<file path="config.mk">
export PLATFORM = sky130hd
export DESIGN_NAME = v_lane_splitter_flat
export DESIGN_NICKNAME = d
export VERILOG_FILES = /design/src/rtl/v_lane_splitter_if.sv /design/src/rtl/v_lane_splitter.sv /design/src/flat_wrapper.sv
export SDC_FILE = /design/constraint.sdc
export NUM_CORES = 1
export LEC_CHECK = 0
export CORE_ASPECT_RATIO = 1.2
export CORE_MARGIN = 4
export CORE_UTILIZATION = 40
export CTS_BUF_LIST = sky130_fd_sc_hd__clkbuf_8
export CTS_CLUSTER_SIZE = 40
export DETAILED_ROUTE_END_ITERATION = 8
export GPL_TIMING_DRIVEN = 1
export MAX_ROUTING_LAYER = met4
export PLACE_DENSITY = 0.63
export SYNTH_ARGS = -nofsm -noshare
export SYNTH_HDL_FRONTEND = slang
export SYNTH_SLANG_ARGS = --single-unit
</file>
<file path="constraint.sdc">
create_clock -name CLK -period 3.65 [get_ports CLK]
set_clock_uncertainty 0.2 [all_clocks]
set_input_delay 0.365 -clock CLK [delete_from_list [all_inputs] [get_ports CLK]]
set_output_delay 0.365 -clock CLK [all_outputs]
set_load 0.005 [all_outputs]
</file>
<file path="src/rtl/v_lane_splitter_if.sv">
// Bus bundle for v_lane_splitter.
//   DIN/DIN_VALID/DIN_LAST/DIN_READY : serial input stream, LSB first
//   DO_1/DO_2/DO_LAST/DO_TRUNC       : lane pair at the head of the output FIFO
//   DO_VALID/DO_READY                : output handshake
// slave  : the splitter's view (consumes DIN, produces DO_*)
// master : the environment's view (produces DIN, consumes DO_*)
interface v_lane_splitter_if #(
  parameter int unsigned WIDTH = 8
);
  logic             DIN;
  logic             DIN_VALID;
  logic             DIN_LAST;
  logic             DIN_READY;
  logic [WIDTH-1:0] DO_1;
  logic [WIDTH-1:0] DO_2;
  logic             DO_LAST;
  logic             DO_TRUNC;
  logic             DO_VALID;
  logic             DO_READY;

  modport slave (
    input  DIN, DIN_VALID, DIN_LAST, DO_READY,
    output DIN_READY, DO_1, DO_2, DO_LAST, DO_TRUNC, DO_VALID
  );

  modport master (
    output DIN, DIN_VALID, DIN_LAST, DO_READY,
    input  DIN_READY, DO_1, DO_2, DO_LAST, DO_TRUNC, DO_VALID
  );
endinterface

</file>
<file path="src/rtl/v_lane_splitter.sv">
// Serial-to-dual-lane deserializer.
// Collects a 1-bit stream LSB first: WIDTH bits into lane 1, then WIDTH bits
// into lane 2. A completed (or DIN_LAST-truncated) pair is pushed into a
// DEPTH-entry FIFO whose head is presented on DO_* with DO_VALID/DO_READY.
// Ports:
//   CLK  : rising-edge clock
//   RSTN : synchronous reset, active low
//   bus  : v_lane_splitter_if.slave (input stream + output pair handshake)
module v_lane_splitter #(
  parameter int unsigned WIDTH = 8,
  parameter int unsigned DEPTH = 2
) (
  input  logic                 CLK,
  input  logic                 RSTN,
  v_lane_splitter_if.slave     bus
);

  localparam int unsigned CW = $clog2(WIDTH);
  localparam int unsigned AW = $clog2(DEPTH);
  localparam int unsigned LW = AW + 1;
  localparam int unsigned EW = 2 * WIDTH + 2;

  typedef enum logic {FILL1, FILL2} state_e;

  state_e           state_q, state_d;
  logic [CW-1:0]    cnt_q, cnt_d;
  logic [WIDTH-1:0] lane1_q, lane1_d;
  logic [WIDTH-1:0] lane2_q, lane2_d;

  logic [EW-1:0]    mem_q [DEPTH];
  logic [AW-1:0]    wr_ptr_q;
  logic [AW-1:0]    rd_ptr_q, rd_ptr_d;
  logic [LW-1:0]    level_q, level_d;
  logic [EW-1:0]    head_q, head_d;
  logic             valid_q, valid_d;

  logic [WIDTH-1:0] bit_c;
  logic             last_bit_c;
  logic             closing_c;
  logic             full_c;
  logic             din_ready_c;
  logic             accept_c;
  logic             pop_c;
  logic             push_c;
  logic [EW-1:0]    entry_c;

  // Handshake qualifiers; a same-cycle pop never frees space for a closing beat.
  always_comb begin
    bit_c       = WIDTH'(bus.DIN) << cnt_q;
    last_bit_c  = (cnt_q == CW'(WIDTH - 1));
    closing_c   = bus.DIN_LAST | ((state_q == FILL2) & last_bit_c);
    full_c      = (level_q == LW'(DEPTH));
    din_ready_c = RSTN & (~closing_c | ~full_c);
    accept_c    = bus.DIN_VALID & din_ready_c;
    pop_c       = valid_q & bus.DO_READY;
  end

  // Lane-fill FSM: next state, lane accumulation and pair formation.
  // Lane registers only ever hold bits below cnt, so OR-ing in the new bit
  // leaves unfilled positions zero for truncated pairs.
  always_comb begin
    state_d = state_q;
    cnt_d   = cnt_q;
    lane1_d = lane1_q;
    lane2_d = lane2_q;
    push_c  = 1'b0;
    entry_c = '0;
    if (accept_c) begin
      case (state_q)
        FILL1: begin
          if (closing_c) begin
            push_c  = 1'b1;
            entry_c = {lane1_q | bit_c, WIDTH'(0), bus.DIN_LAST, 1'b1};
          end else if (last_bit_c) begin
            lane1_d = lane1_q | bit_c;
            cnt_d   = '0;
            state_d = FILL2;
          end else begin
            lane1_d = lane1_q | bit_c;
            cnt_d   = cnt_q + CW'(1);
          end
        end
        FILL2: begin
          if (closing_c) begin
            push_c  = 1'b1;
            entry_c = {lane1_q, lane2_q | bit_c, bus.DIN_LAST, ~last_bit_c};
          end else begin
            lane2_d = lane2_q | bit_c;
            cnt_d   = cnt_q + CW'(1);
          end
        end
        default: state_d = FILL1;
      endcase
      if (push_c) begin
        lane1_d = '0;
        lane2_d = '0;
        cnt_d   = '0;
        state_d = FILL1;
      end
    end
  end

  // FIFO bookkeeping; the head register holds its value once the FIFO drains.
  always_comb begin
    rd_ptr_d = pop_c ? rd_ptr_q + AW'(1) : rd_ptr_q;
    level_d  = level_q + LW'(push_c) - LW'(pop_c);
    valid_d  = (level_d != '0);
    head_d   = head_q;
    if (valid_d) begin
      // Next head is the entry being written only when it is the sole occupant.
      head_d = (push_c && (rd_ptr_d == wr_ptr_q)) ? entry_c : mem_q[rd_ptr_d];
    end
  end

  // State and storage registers.
  always_ff @(posedge CLK) begin
    if (!RSTN) begin
      state_q  <= FILL1;
      cnt_q    <= '0;
      lane1_q  <= '0;
      lane2_q  <= '0;
      wr_ptr_q <= '0;
      rd_ptr_q <= '0;
      level_q  <= '0;
      head_q   <= '0;
      valid_q  <= 1'b0;
    end else begin
      state_q  <= state_d;
      cnt_q    <= cnt_d;
      lane1_q  <= lane1_d;
      lane2_q  <= lane2_d;
      rd_ptr_q <= rd_ptr_d;
      level_q  <= level_d;
      head_q   <= head_d;
      valid_q  <= valid_d;
      if (push_c) begin
        mem_q[wr_ptr_q] <= entry_c;
        wr_ptr_q        <= wr_ptr_q + AW'(1);
      end
    end
  end

  assign bus.DIN_READY = din_ready_c;
  assign bus.DO_1      = head_q[EW-1 -: WIDTH];
  assign bus.DO_2      = head_q[2 +: WIDTH];
  assign bus.DO_LAST   = head_q[1];
  assign bus.DO_TRUNC  = head_q[0];
  assign bus.DO_VALID  = valid_q;

endmodule
</file>
<file path="src/flat_wrapper.sv">
// flat-port wrapper written by rule: the top's interface ports become plain ports
module v_lane_splitter_flat 
#(
  parameter int unsigned WIDTH = 8,
  parameter int unsigned DEPTH = 2
)
  (CLK, RSTN, bus_DIN, bus_DIN_VALID, bus_DIN_LAST, bus_DO_READY, bus_DIN_READY, bus_DO_1, bus_DO_2, bus_DO_LAST, bus_DO_TRUNC, bus_DO_VALID);
  v_lane_splitter_if #(.WIDTH(WIDTH)) bus_i ();
  input  logic CLK;
  input  logic RSTN;
  input wire logic [$bits(bus_i.DIN)-1:0] bus_DIN;
  input wire logic [$bits(bus_i.DIN_VALID)-1:0] bus_DIN_VALID;
  input wire logic [$bits(bus_i.DIN_LAST)-1:0] bus_DIN_LAST;
  input wire logic [$bits(bus_i.DO_READY)-1:0] bus_DO_READY;
  output wire logic [$bits(bus_i.DIN_READY)-1:0] bus_DIN_READY;
  output wire logic [$bits(bus_i.DO_1)-1:0] bus_DO_1;
  output wire logic [$bits(bus_i.DO_2)-1:0] bus_DO_2;
  output wire logic [$bits(bus_i.DO_LAST)-1:0] bus_DO_LAST;
  output wire logic [$bits(bus_i.DO_TRUNC)-1:0] bus_DO_TRUNC;
  output wire logic [$bits(bus_i.DO_VALID)-1:0] bus_DO_VALID;
  assign bus_i.DIN = bus_DIN;
  assign bus_i.DIN_VALID = bus_DIN_VALID;
  assign bus_i.DIN_LAST = bus_DIN_LAST;
  assign bus_i.DO_READY = bus_DO_READY;
  assign bus_DIN_READY = bus_i.DIN_READY;
  assign bus_DO_1 = bus_i.DO_1;
  assign bus_DO_2 = bus_i.DO_2;
  assign bus_DO_LAST = bus_i.DO_LAST;
  assign bus_DO_TRUNC = bus_i.DO_TRUNC;
  assign bus_DO_VALID = bus_i.DO_VALID;
  v_lane_splitter #(.WIDTH(WIDTH), .DEPTH(DEPTH)) u_core (.CLK(CLK), .RSTN(RSTN), .bus(bus_i));
endmodule
</file>
; Word-level counts from Yosys, hierarchy flattened
; Memories as Yosys holds them, arrays and structs flattened. A register that Yosys moved wholly into a read port is not among the register bits.
; Index checks and enable logic that the tools add are counted.
[classes]
addsub = 5
multipliers = 0
n_div = 0
n_lt_le_gt_ge = 0
eq_ne = 6
shifts = 1
mux = 26
bitwise = 12
n_reduce_logical = 6
[op_table]
columns = cell, count
row1 = 2-to-1 mux 18 bit, 3
row2 = 2-to-1 mux 8 bit, 6
row3 = one-hot mux 18 bit (2 select lines), 1
row4 = bitwise OR 8 bit, 2
row5 = 2-to-1 mux 3 bit, 4
row6 = 2-to-1 mux 1 bit, 11
row7 = AND reduction 3 bit, 3
row8 = << shifter 1 x 3 -> 8 bit, 1
row9 = inequality test 3 bit (second input constant), 2
row10 = one-hot mux 3 bit (2 select lines), 1
row11 = AND 1 bit, 4
row12 = inequality test 2 bit (second input constant), 2
row13 = inverter 1 bit, 4
row14 = nonzero test 2 bit, 2
row15 = adder 3 x 1 -> 3 bit (second input constant), 1
row16 = == test 3 bit (second input constant), 1
row17 = adder 1 bit (second input constant), 2
row18 = adder 2 x 1 -> 2 bit, 1
row19 = == test 2 bit (second input constant), 1
row20 = bitwise OR 1 bit, 2
row21 = subtractor 2 x 1 -> 2 bit, 1
row22 = logical NOT 1 bit, 1
[word_totals]
ff_bits = 25
latch_bits = 0
ramBits = 36
rom_bits = 0
inputBits = 6
out_inout_bits = 20
word_cells = 65
mem_count = 1
[memory_table]
columns = name, words, word_bits, read_ports, rd_ports_with_merged_regs, write_ports, line_no
row1 = u_core.mem_q, 2, 18, 1, 1, 1, v_lane_splitter.sv:30  ; logic [EW-1:0] mem_q [DEPTH];

; Logic depth before layout (Yosys ltp)
; Gate-level depths: netlist of run 1.
[logic_depth]
word_depth = 12
depth_mapped = 9
mapped_depth_nobuf = 7

; Worst setup path before layout of run 1
; OpenSTA, ideal clock, no wires.
[synth_path]
path_type = reg2reg
startpoint = register u_core.cnt_q[1]
endpoint = memory u_core.mem_q[0][0] in the netlist's numbering (enable)
setup_time_ps = 392
arrival_ps = 2196
slack_ps = 862
stages_incl_launch_ff = 7
n_path_buf = 1
synth_period_minus_slack_ps = 2788
path_cell_list = dfxtp_1 ha_1 ha_1 a21oi_1 or3_1 buf_2 nor2_1
[synth_via]
elab_chain_cells = 11
word_cells_on_any_way = 13
cone_classes = eq/ne: 1 / mux: 6 / bitwise: 6
[synth_lines]
columns = element, line_no
row1 = from (decl), v_lane_splitter.sv:26  ; logic [CW-1:0] cnt_q, cnt_d;
row2 = from (signal assigned), v_lane_splitter.sv:129  ; cnt_q <= cnt_d;
row3 = == test 3 bit *, v_lane_splitter.sv:50  ; last_bit_c = (cnt_q == CW'(WIDTH - 1));
row4 = AND 1 bit *, v_lane_splitter.sv:51  ; closing_c = bus.DIN_LAST | ((state_q == FILL2) & last_bit_c);
row5 = bitwise OR 1 bit *, v_lane_splitter.sv:51
row6 = inverter 1 bit, v_lane_splitter.sv:53  ; din_ready_c = RSTN & (~closing_c | ~full_c);
row7 = bitwise OR 1 bit, v_lane_splitter.sv:53
row8 = AND 1 bit, v_lane_splitter.sv:53
row9 = AND 1 bit, v_lane_splitter.sv:54  ; accept_c = bus.DIN_VALID & din_ready_c;
row10 = 2-to-1 mux 1 bit *, v_lane_splitter.sv:68  ; if (accept_c) begin
row11 = 2-to-1 mux 1 bit *, v_lane_splitter.sv:136  ; if (push_c) begin
row12 = 2-to-1 mux 1 bit *, v_lane_splitter.sv:117  ; if (!RSTN) begin
row13 = 2-to-1 mux 1 bit (implied by the code) *, v_lane_splitter.sv:137  ; mem_q[wr_ptr_q] <= entry_c;
row14 = to (decl), v_lane_splitter.sv:30
; Mark *: on every way between the ends. The rest lies on a longest branch, timed or not. The select of a mux whose other input is x is not followed.

; Worst setup path in the final report of run 1
[layout_path]
startpoint = register u_core.cnt_q[0]
endpoint = output bus_DIN_READY
[layout_via]
elab_chain_cells = 6
[layout_lines]
columns = element, line_no
row1 = == test 3 bit, v_lane_splitter.sv:50
row2 = AND 1 bit, v_lane_splitter.sv:51
row3 = bitwise OR 1 bit, v_lane_splitter.sv:51
row4 = inverter 1 bit, v_lane_splitter.sv:53
row5 = bitwise OR 1 bit, v_lane_splitter.sv:53
row6 = AND 1 bit, v_lane_splitter.sv:53
row7 = to (decl), flat_wrapper.sv:15  ; output wire logic [$bits(bus_i.DIN_READY)-1:0] bus_DIN_READY;
; Every way passes these cells.

==> results of run 1 <==
==> per-stage QoR <==
stage	utilization [%]	power (mW)	setup WS, ns	std cells
6_report	49.21	2.415	0.7165	468
5_1_grt	49.21	2.551	0.5469	468
2_1_floorplan	-	1.453	0.8619	320
3_3_place_gp	46.50	1.724	0.8312	452
3_5_place_dp	46.50	1.732	0.7986	452
4_1_cts	49.21	2.436	0.7307	468
==> where the power goes <==
part	internal (mW)	switching (mW)	leakage [nW]
clock	0.400	0.308	0.106
sequential	1.02	0.0517	0.651
combinational	0.335	0.296	0.665
total	1.76	0.655	1.42
==> per-layer routing <==
layer | global-route usage, % | up-vias | share of wire (%)
li1 | - | 1214 | -
met1 | 18.98 | 1171 | 44
met2 | 29.18 | 53 | 51
met3 | 2.968 | 16 | 3.0
met4 | 5.945 | 0 | 2.4
met5 | - | - | 0
==> area by class of cell <==
class	count	area (um^2)
clock inverter	6	83.83
sequential	79	1942
clock buffer	10	137.6
inverter	7	26.28
multi-input combinational	216	1356
timing repair buffer	36	345.3
tap	114	142.6
fill	788	4164
==> worst max-delay path: cells and delay by family, from the launching register on <==
family          cells  cell delay (ns)
compound gates      2             0.58
fa+ha+maj           2             0.48
buf+inv             1             0.56
flops               1             0.40
==> logic make-up after synthesis <==
| kind of cell | Yosys count | synth area share, % |
|---|---|---|
| muxes | 26 | 8.012 |
| buffers and inverters | 25 | 3.491 |
| adders and majority gates | 3 | 1.103 |
| AOI/OAI and AO/OA | 77 | 13.78 |
| and+or+nand+nor | 104 | 14.63 |
| xor gates and xnor gates | 6 | 1.948 |
| DFF | 79 | 57.04 |
==> path summary, 6_finish.rpt <==
path,from,to,slack [ns],depth (start not counted)
setup / recovery,u_core.cnt_q[0],bus_DIN_READY,0.72,5
setup reg to reg,u_core.cnt_q[1],u_core.head_q[15],0.79,8
hold / removal,u_core.lane2_q[0],u_core.lane2_q[0],0.25,2
hold reg to reg,u_core.lane2_q[0],u_core.lane2_q[0],0.25,2
==> flip-flops by register name, indices dropped and copies added, names as in the netlist <==
register / flops
u_core.mem_q: 36
u_core.level_q: 2
u_core.head_q: 18
u_core.wr_ptr_q: 1
u_core.rd_ptr_q: 1
u_core.cnt_q: 3
u_core.bus.DO_VALID: 1
u_core.lane1_q: 8
u_core.lane2_q: 8
u_core.state_q: 1
==> cell usage in the layout, fill, tap and decap left out, types with 5 or more instances in the layout <==
master / synthesis / routed
o21ai_0: 10 / 10
clkdlybuf4s50_1: 0 / 25
nor3_1: 7 / 7
inv_1: 6 / 6
mux2i_1: 16 / 16
clkbuf_8: 0 / 10
edfxtp_1: 36 / 36
nor2_1: 40 / 40
or3_1: 5 / 5
dfxtp_1: 43 / 43
mux2_2: 10 / 10
buf_4: 2 / 10
a21oi_1: 37 / 37
o22ai_1: 8 / 8
nand2_1: 28 / 28
o22a_1: 8 / 8
==> flow_metrics.tcl, run 1 <==
set metrics [dict create \
    outcome "complete, no violations" \
    fin_area_um2 4034 \
    drt-initial-drc-count 126 \
    ant_nets 0 \
    slowest_stage "clkdlybuf4s50_1" \
    drv_slew 0 \
    root_buffer "clkbuf_8" \
    crit_type "flip-flop to output port" \
    worstPathCellList "ha_1 -> ha_1 -> a21o_1 -> a21oi_1 -> clkdlybuf4s50_1" \
    cp_data_required_time_ns 3.08 \
    vias 2454 \
    coreArea_um2 8198 \
    clk_latency_ns 0.34 \
    post_cts_buffers 0 \
    cts_resized 0 \
    async_flop_share_pct 0 \
    startpoint_type "flip-flop" \
    synth_most_common_cell "dfxtp_1" \
    firstDrtPassIters 4 \
    htree_levels 3 \
    rsz0062_at_grt "no" \
    rows 36 \
    route.detailed.drc 0 \
    die_w_um 92.22 \
    hold_path.class "flip-flop to flip-flop" \
    clock_path_buffers 2 \
    netlist_top_cells_area "edfxtp_1, dfxtp_1, a21oi_1" \
    slowest_delay_ns 0.56 \
    cp_common_cell "ha_1" \
    arrival_ns 2.37 \
    ys_seq_elements 79 \
    start_util_pct 41.53 \
    irDropWorstVdd_mv 0.3865 \
    hold_violations 0 \
    post_synth_instance_area_um2 3405 \
    max_freq_ghz 0.3409 \
    routed_via_density 5.244 \
    dieArea_um2 10060 \
    timing.final.crit_period_ns 2.933 \
    worst_pin_slew_ns 1.013 \
    synth_top_area_cell "edfxtp_1" \
    hold_slack_ns 0.2524 \
    antenna_found_initial 0 \
    syn_avg_cell_area_um2 10.64 \
    hpwl_um 5200 \
    tns_ns 0 \
    ys_warn_count 0 \
    syn_nets 329 \
    postSynthCellCount 320 \
    yosysTopAreaCellShare_pct 31.75 \
    p_per_area_nw_per_um2 598.6 \
    placed_cell_area_um2 3812 \
    ios 26 \
    drive_gt1_share_pct 12.43 \
    max_cap_violations 0 \
    die_h_um 109.1 \
    synth_cell_types 46 \
    grtUsageTotal_pct 16.56 \
    grt_max_degree 23 \
    routed_wl_um 7446 \
    cts_tree "done" \
    synth-edff-count 36 \
    power_leakage_nw 1.422 \
    clock-sinks 79 \
    numCtsBuffers 9 \
    seq_area_frac_synth_pct 57.04 \
    nNetsFinal 358 \
    wl_per_cell_um 15.91 \
    finalCritPeriodShare_pct 80.37 \
    end_kind "output port" \
    relSlewSlack_pct 32.40 \
    area_growth_pct 18.49 \
    grt_pass1_vias 2503 \
    cp_max_fo 10 \
    portBuffers 25 \
    ys.flop_type "dfxtp_1" \
    grt_overflow 0 \
    setup_violations 0 \
    n_antenna_cell 0 \
    ctsHoldBuffers 0 \
    grt_first_pass_wirelength_um 12400 \
    clk_pin_slew_worst_paths_ns 0.07 \
    routabilityCongestion 0.8956 \
    synthTopCellsByCount "dfxtp_1, nor2_1, a21oi_1, edfxtp_1, nand2_1" \
]
Power figures use the tool's default switching activity.
==> run 2: changes to the inputs <==
Clock period 3.65 ns to 2.9 ns, I/O delays scaled along.
==> flow_metrics.tcl, run 2 (same netlist as run 1, synthesis figures left out) <==
set metrics [dict create \
    outcome "complete, no violations" \
    tns_ns 0 \
    top_register "u_core.mem_q" \
    worstRegToRegCells 8 \
    worstSetupEndpoint "bus_DIN_READY" \
    timing.final.crit_period_ns 2.772 \
    start_util_pct 41.53 \
    final_common_cell "dfxtp_1" \
    die_w_um 92.22 \
    r2r_start "u_core.cnt_q[1]" \
    largest_register_ff_count 36 \
    crit_path_start "u_core.cnt_q[0]" \
    drive_gt1_share_pct 15.11 \
    clk_latency_ns 0.35 \
    cp_data_required_time_ns 2.41 \
    fin_area_um2 4113 \
    instances_no_fill 478 \
    die_h_um 109.1 \
    route.detailed.drc 0 \
    p_per_area_nw_per_um2 766.6 \
    area_growth_pct 20.80 \
    rows 36 \
    placed_cell_area_um2 3875 \
    worstPathCellList "ha_1 -> ha_1 -> a21o_1 -> a21oi_1 -> clkdlybuf4s50_1" \
    root_buffer "clkbuf_8" \
    clock-sinks 79 \
    rsz0062_at_grt "no" \
    n_antenna_cell 0 \
    finalCritPeriodShare_pct 95.57 \
    crit_type "flip-flop to output port" \
    dp_slack_ns 0.05159 \
    grt_overflow 0 \
    coreArea_um2 8198 \
    slowest_delay_ns 0.57 \
    reg2reg_to "u_core.head_q[0]" \
    ctsHoldBuffers 0 \
    reg_top3 "u_core.mem_q x36, u_core.head_q x18" \
    nNetsFinal 368 \
    numCtsBuffers 9 \
    power_leakage_nw 1.488 \
    clk_pin_slew_worst_paths_ns 0.08 \
    drv_slew 0 \
    ios 26 \
    cts_tree "done" \
    dieArea_um2 10060 \
    arrival_ns 2.28 \
    cp_max_fo 8 \
    end_kind "output port" \
    grt_pass1_vias 2479 \
    portBuffers 25 \
    slowest_stage "clkdlybuf4s50_1" \
    place_inst 462 \
    grt_first_pass_wirelength_um 12440 \
    fin_ws_ns 0.1284 \
    cp_common_cell "ha_1" \
    final_cell_mix "dfxtp_1, nor2_1, a21oi_1" \
    setup_violations 0 \
    wl_per_cell_um 16.10 \
    grtUsageTotal_pct 16.67 \
    ant_nets 0 \
    hold_violations 0 \
    max_cap_violations 0 \
    clock_path_buffers 2 \
    firstDrtPassIters 4 \
    drt-initial-drc-count 97 \
    htree_levels 3 \
    routabilityCongestion 0.9067 \
    max_freq_ghz 0.3608 \
    antenna_found_initial 0 \
    grt_max_degree 23 \
    relSlewSlack_pct 50.04 \
    routed_wl_um 7698 \
    final_core_util_pct 50.17 \
    worst_pin_slew_ns 0.7457 \
    p_total_mw 3.153 \
    hpwl_um 5394 \
    hold_slack_ns 0.2533 \
    irDropWorstVdd_mv 0.4045 \
    vias 2500 \
    startpoint_type "flip-flop" \
    r2r_setup_slack_ns 0.33 \
    routed_via_density 5.230 \
    hold_path.class "flip-flop to flip-flop" \
]
[run 2: power breakdown]
| part | switching (mW) | internal [mW] |
|---|---|---|
| Combinational | 0.389 | 0.445 |
| Sequential | 0.0626 | 1.29 |
| Clock | 0.398 | 0.569 |
| Total | 0.850 | 2.30 |
[run 2: how the worst min path moves through the flow]
| stage | start | end | slack, ns | depth (start not counted) |
|---|---|---|---|---|
| final | u_core.lane2_q[1] | u_core.lane2_q[1] | 0.25 | 2 |
| after CTS | u_core.lane2_q[1] | u_core.lane2_q[1] | 0.26 | 2 |
| after detailed placement | u_core.lane1_q[6] | u_core.lane1_q[6] | 0.24 | 2 |
| after global placement | u_core.lane1_q[5] | u_core.lane1_q[5] | 0.24 | 2 |
| after floorplan | u_core.lane1_q[4] | u_core.lane1_q[4] | 0.23 | 2 |
| after global routing | u_core.lane2_q[1] | u_core.lane2_q[1] | 0.28 | 2 |
[run 2: cell type report]
class | instances | area, um^2
clock buffers | 9 | 123.9
clock inverters | 7 | 112.6
fillers | 749 | 4085
inverters | 7 | 26.28
multi-input cells | 216 | 1358
flip-flops and latches | 79 | 1942
well taps | 114 | 142.6
repair buffers | 46 | 407.9
[run 2: routing by layer]
layer	wire length (um)	track usage [%]	vias to the layer above
met5	0	-	-
met4	55	6.476	0
met3	229	3.313	6
met2	4112	29.59	42
met1	3300	18.51	1215
li1	-	-	1237
[run 2: worst max-delay path, delay by kind of cell (launching register included)]
family / cells / cell delay [ns]
flops: 1 / 0.32
compound gates: 2 / 0.59
buf+inv: 1 / 0.57
fa+ha+maj: 2 / 0.46
[run 2: timing repair]
| item | in CTS | in global routing |
|---|---|---|
| endpoints found under the setup margin | 0 | 6 |
| gates resized for setup | 0 | 1 |
| buffers inserted | 0 | 0 |
==> run 3: changes to the inputs <==
Settings changed: CTS_CLUSTER_DIAMETER set to 100.
==> results of run 3 <==
The final DEF is identical to that of run 2; final timing and power are the same.
==> patch, RTL diff (flow settings as in run 2) <==
`WIDTH` is set to 8 in 3 places; all go to 16.
--- a/src/rtl/v_lane_splitter_if.sv
+++ b/src/rtl/v_lane_splitter_if.sv
@@ -6,5 +6,5 @@
 // master : the environment's view (produces DIN, consumes DO_*)
 interface v_lane_splitter_if #(
-  parameter int unsigned WIDTH = 8
+  parameter int unsigned WIDTH = 16
 );
   logic             DIN;
--- a/src/rtl/v_lane_splitter.sv
+++ b/src/rtl/v_lane_splitter.sv
@@ -8,5 +8,5 @@
 //   bus  : v_lane_splitter_if.slave (input stream + output pair handshake)
 module v_lane_splitter #(
-  parameter int unsigned WIDTH = 8,
+  parameter int unsigned WIDTH = 16,
   parameter int unsigned DEPTH = 2
 ) (
--- a/src/flat_wrapper.sv
+++ b/src/flat_wrapper.sv
@@ -2,5 +2,5 @@
 module v_lane_splitter_flat 
 #(
-  parameter int unsigned WIDTH = 8,
+  parameter int unsigned WIDTH = 16,
   parameter int unsigned DEPTH = 2
 )
Interface: changed (resized bus_DO_1 and bus_DO_2); port bits go from 26 to 42. No check against the original RTL was run, so the function may have changed too.
==> patch against run 2 <==
Cell area up 76%. First-iteration DRC count grew 100%. Sequential cell count grew 65. Critical path depth stayed put. Power rose by 83%. Count of clock-buffer cells in the layout is 8 higher. Worst setup slack improved by 29 ps. Sequential share of layout area up 2.1 points. Clock power rose by 93%. Die area up 71%. Routed wire length grew 73%. Register-to-register slack improved by 60 ps. Area after synthesis increased by 78%. Sequential power is 81% higher. Largest cell class unchanged. Highest routed layer unchanged.
==> patch: results (changes against run 2) <==
[global_routing] pin count of the biggest net entering global routing 43 [+87%]
[pwr] Max IR drop VDD 0.385 mV [-4.8%]
[finish] post-route insts no fill 796 [+67%]
[pwr] clock power share 32.4% [+1.7 points]
[place] number of buffers added on ports 41 [+64%]
[sta] Worst-Margin Slew 619 ps [-127 ps]
[drt] Avg Vias per Cell 5.28 [+0.91%]
[drt] DRT iter0 DRCs 197 [+100%]
[synth] most common library cells after synthesis 83 x sky130_fd_sc_hd__nor2_1, 76 x sky130_fd_sc_hd__dfxtp_1, 69 x sky130_fd_sc_hd__a21oi_1, 68 x sky130_fd_sc_hd__edfxtp_1, 34 x sky130_fd_sc_hd__mux2i_1
[finish] Filler cells 1316 [+76%]
[place] Detailed Place HPWL 8.66 mm [+61%]
[clocking] clock insertion delay at the later pin of the skew report 450 ps [+100 ps]
[sta] worst hold slack 269 ps [+15.4 ps]
[setup_path] reg2reg setup slack 390 ps [+60 ps]
[finish] count of clock-net buffers in the final layout 17 [+8]
[synth] top area cells in the synthesized netlist sky130_fd_sc_hd__edfxtp_1 34%, sky130_fd_sc_hd__dfxtp_1 25%, sky130_fd_sc_hd__a21oi_1 5.7%
[pwr] total combinational power 0.00147 W [+76%]
[finish] fraction of final layout cells sized beyond drive strength 1 16.3% [+1.2 points]
[finish] number of multi-input logic gates 346 [+60%]
[synth] post-synth cell types 48 [+4.3%]
[setup_path] Reg-to-Reg End u_core.head_q[29]$_SDFFE_PN0P_
[synth] Post-synth EDFFs 68 [+89%]
[synth] Synth Area in Compound Gates 15.8% [+2.0 points]
[clocking] PostCTS Resize Cnt 2 [+2]
[place] number of cells after detailed placement 764 [+65%]
[setup_path] depth of the most critical reg-to-reg path 6 [-2]
[clocking] total number of H-tree levels 4 [+1]
[global_routing] number of global-route vias before repair 4260 [+72%]
[drt] Wirelength per Cell 16.7 µm [+3.6%]
[run_status] status finished clean
[synth] sequential-to-total area share from yosys stat 58.9% [+1.9 points]
[finish] flip-flop and latch count 144 [+82%]
[finish] net total in the final layout 591 [+61%]
[setup_path] CP arrival 2250 ps [-30 ps]
[synth] Post-Synth XOR/XNOR Area 1.76% [-0.19 points]
[synth] post-synthesis area per instance 11.3 µm² [+6.6%]
[place] area post-placement 0.00675 mm² [+74%]
[drt] count of TritonRoute iterations in the first routing pass 5 [+1]
[finish] Multi-input gate area 0.00229 mm² [+69%]
[synth] multiplexer area fraction after synthesis 9.66% [+1.7 points]
[finish] nonclk inv count 4 [-3]
[finish] fraction of cell area in non-clock buffers 8.86% [-1.1 points]
[finish] biggest registers after layout u_core.mem_q: 68 flops, u_core.head_q: 34 flops
## patch: cell count changes in the layout (fill, tap and decap cells not counted), sizes merged, moves of 16 or more
cell           before  now
o32a                0   16
edfxtp             36   68
dfxtp              43   76
a21oi              37   69
mux2i              16   35
a31oi               0   17
nor2               40   84
clkdlybuf4s50      25   41
## patch: per-layer routing
metal  track usage, %  part of all wire (%)
met5                -                     0
met4             6.62                   1.4
met3             3.72                   4.8
met2             27.8                    51
met1             19.6                    43
## patch: worst max-delay path: stages (launching register included)
cell and delay (ps):
sky130_fd_sc_hd__dfxtp_1 390, sky130_fd_sc_hd__ha_2 250, sky130_fd_sc_hd__a41o_1 270, sky130_fd_sc_hd__buf_4 160, sky130_fd_sc_hd__a21boi_2 200, sky130_fd_sc_hd__clkdlybuf4s50_1 530
## patch: stage by stage
stage,total power (W),worst slack (ps)
floorplan,0.00337,46.4
global placement,0.00395,302
detailed placement,0.00397,291
CTS,0.00585,61.2
global route,0.00607,50.6
finish,0.00578,158
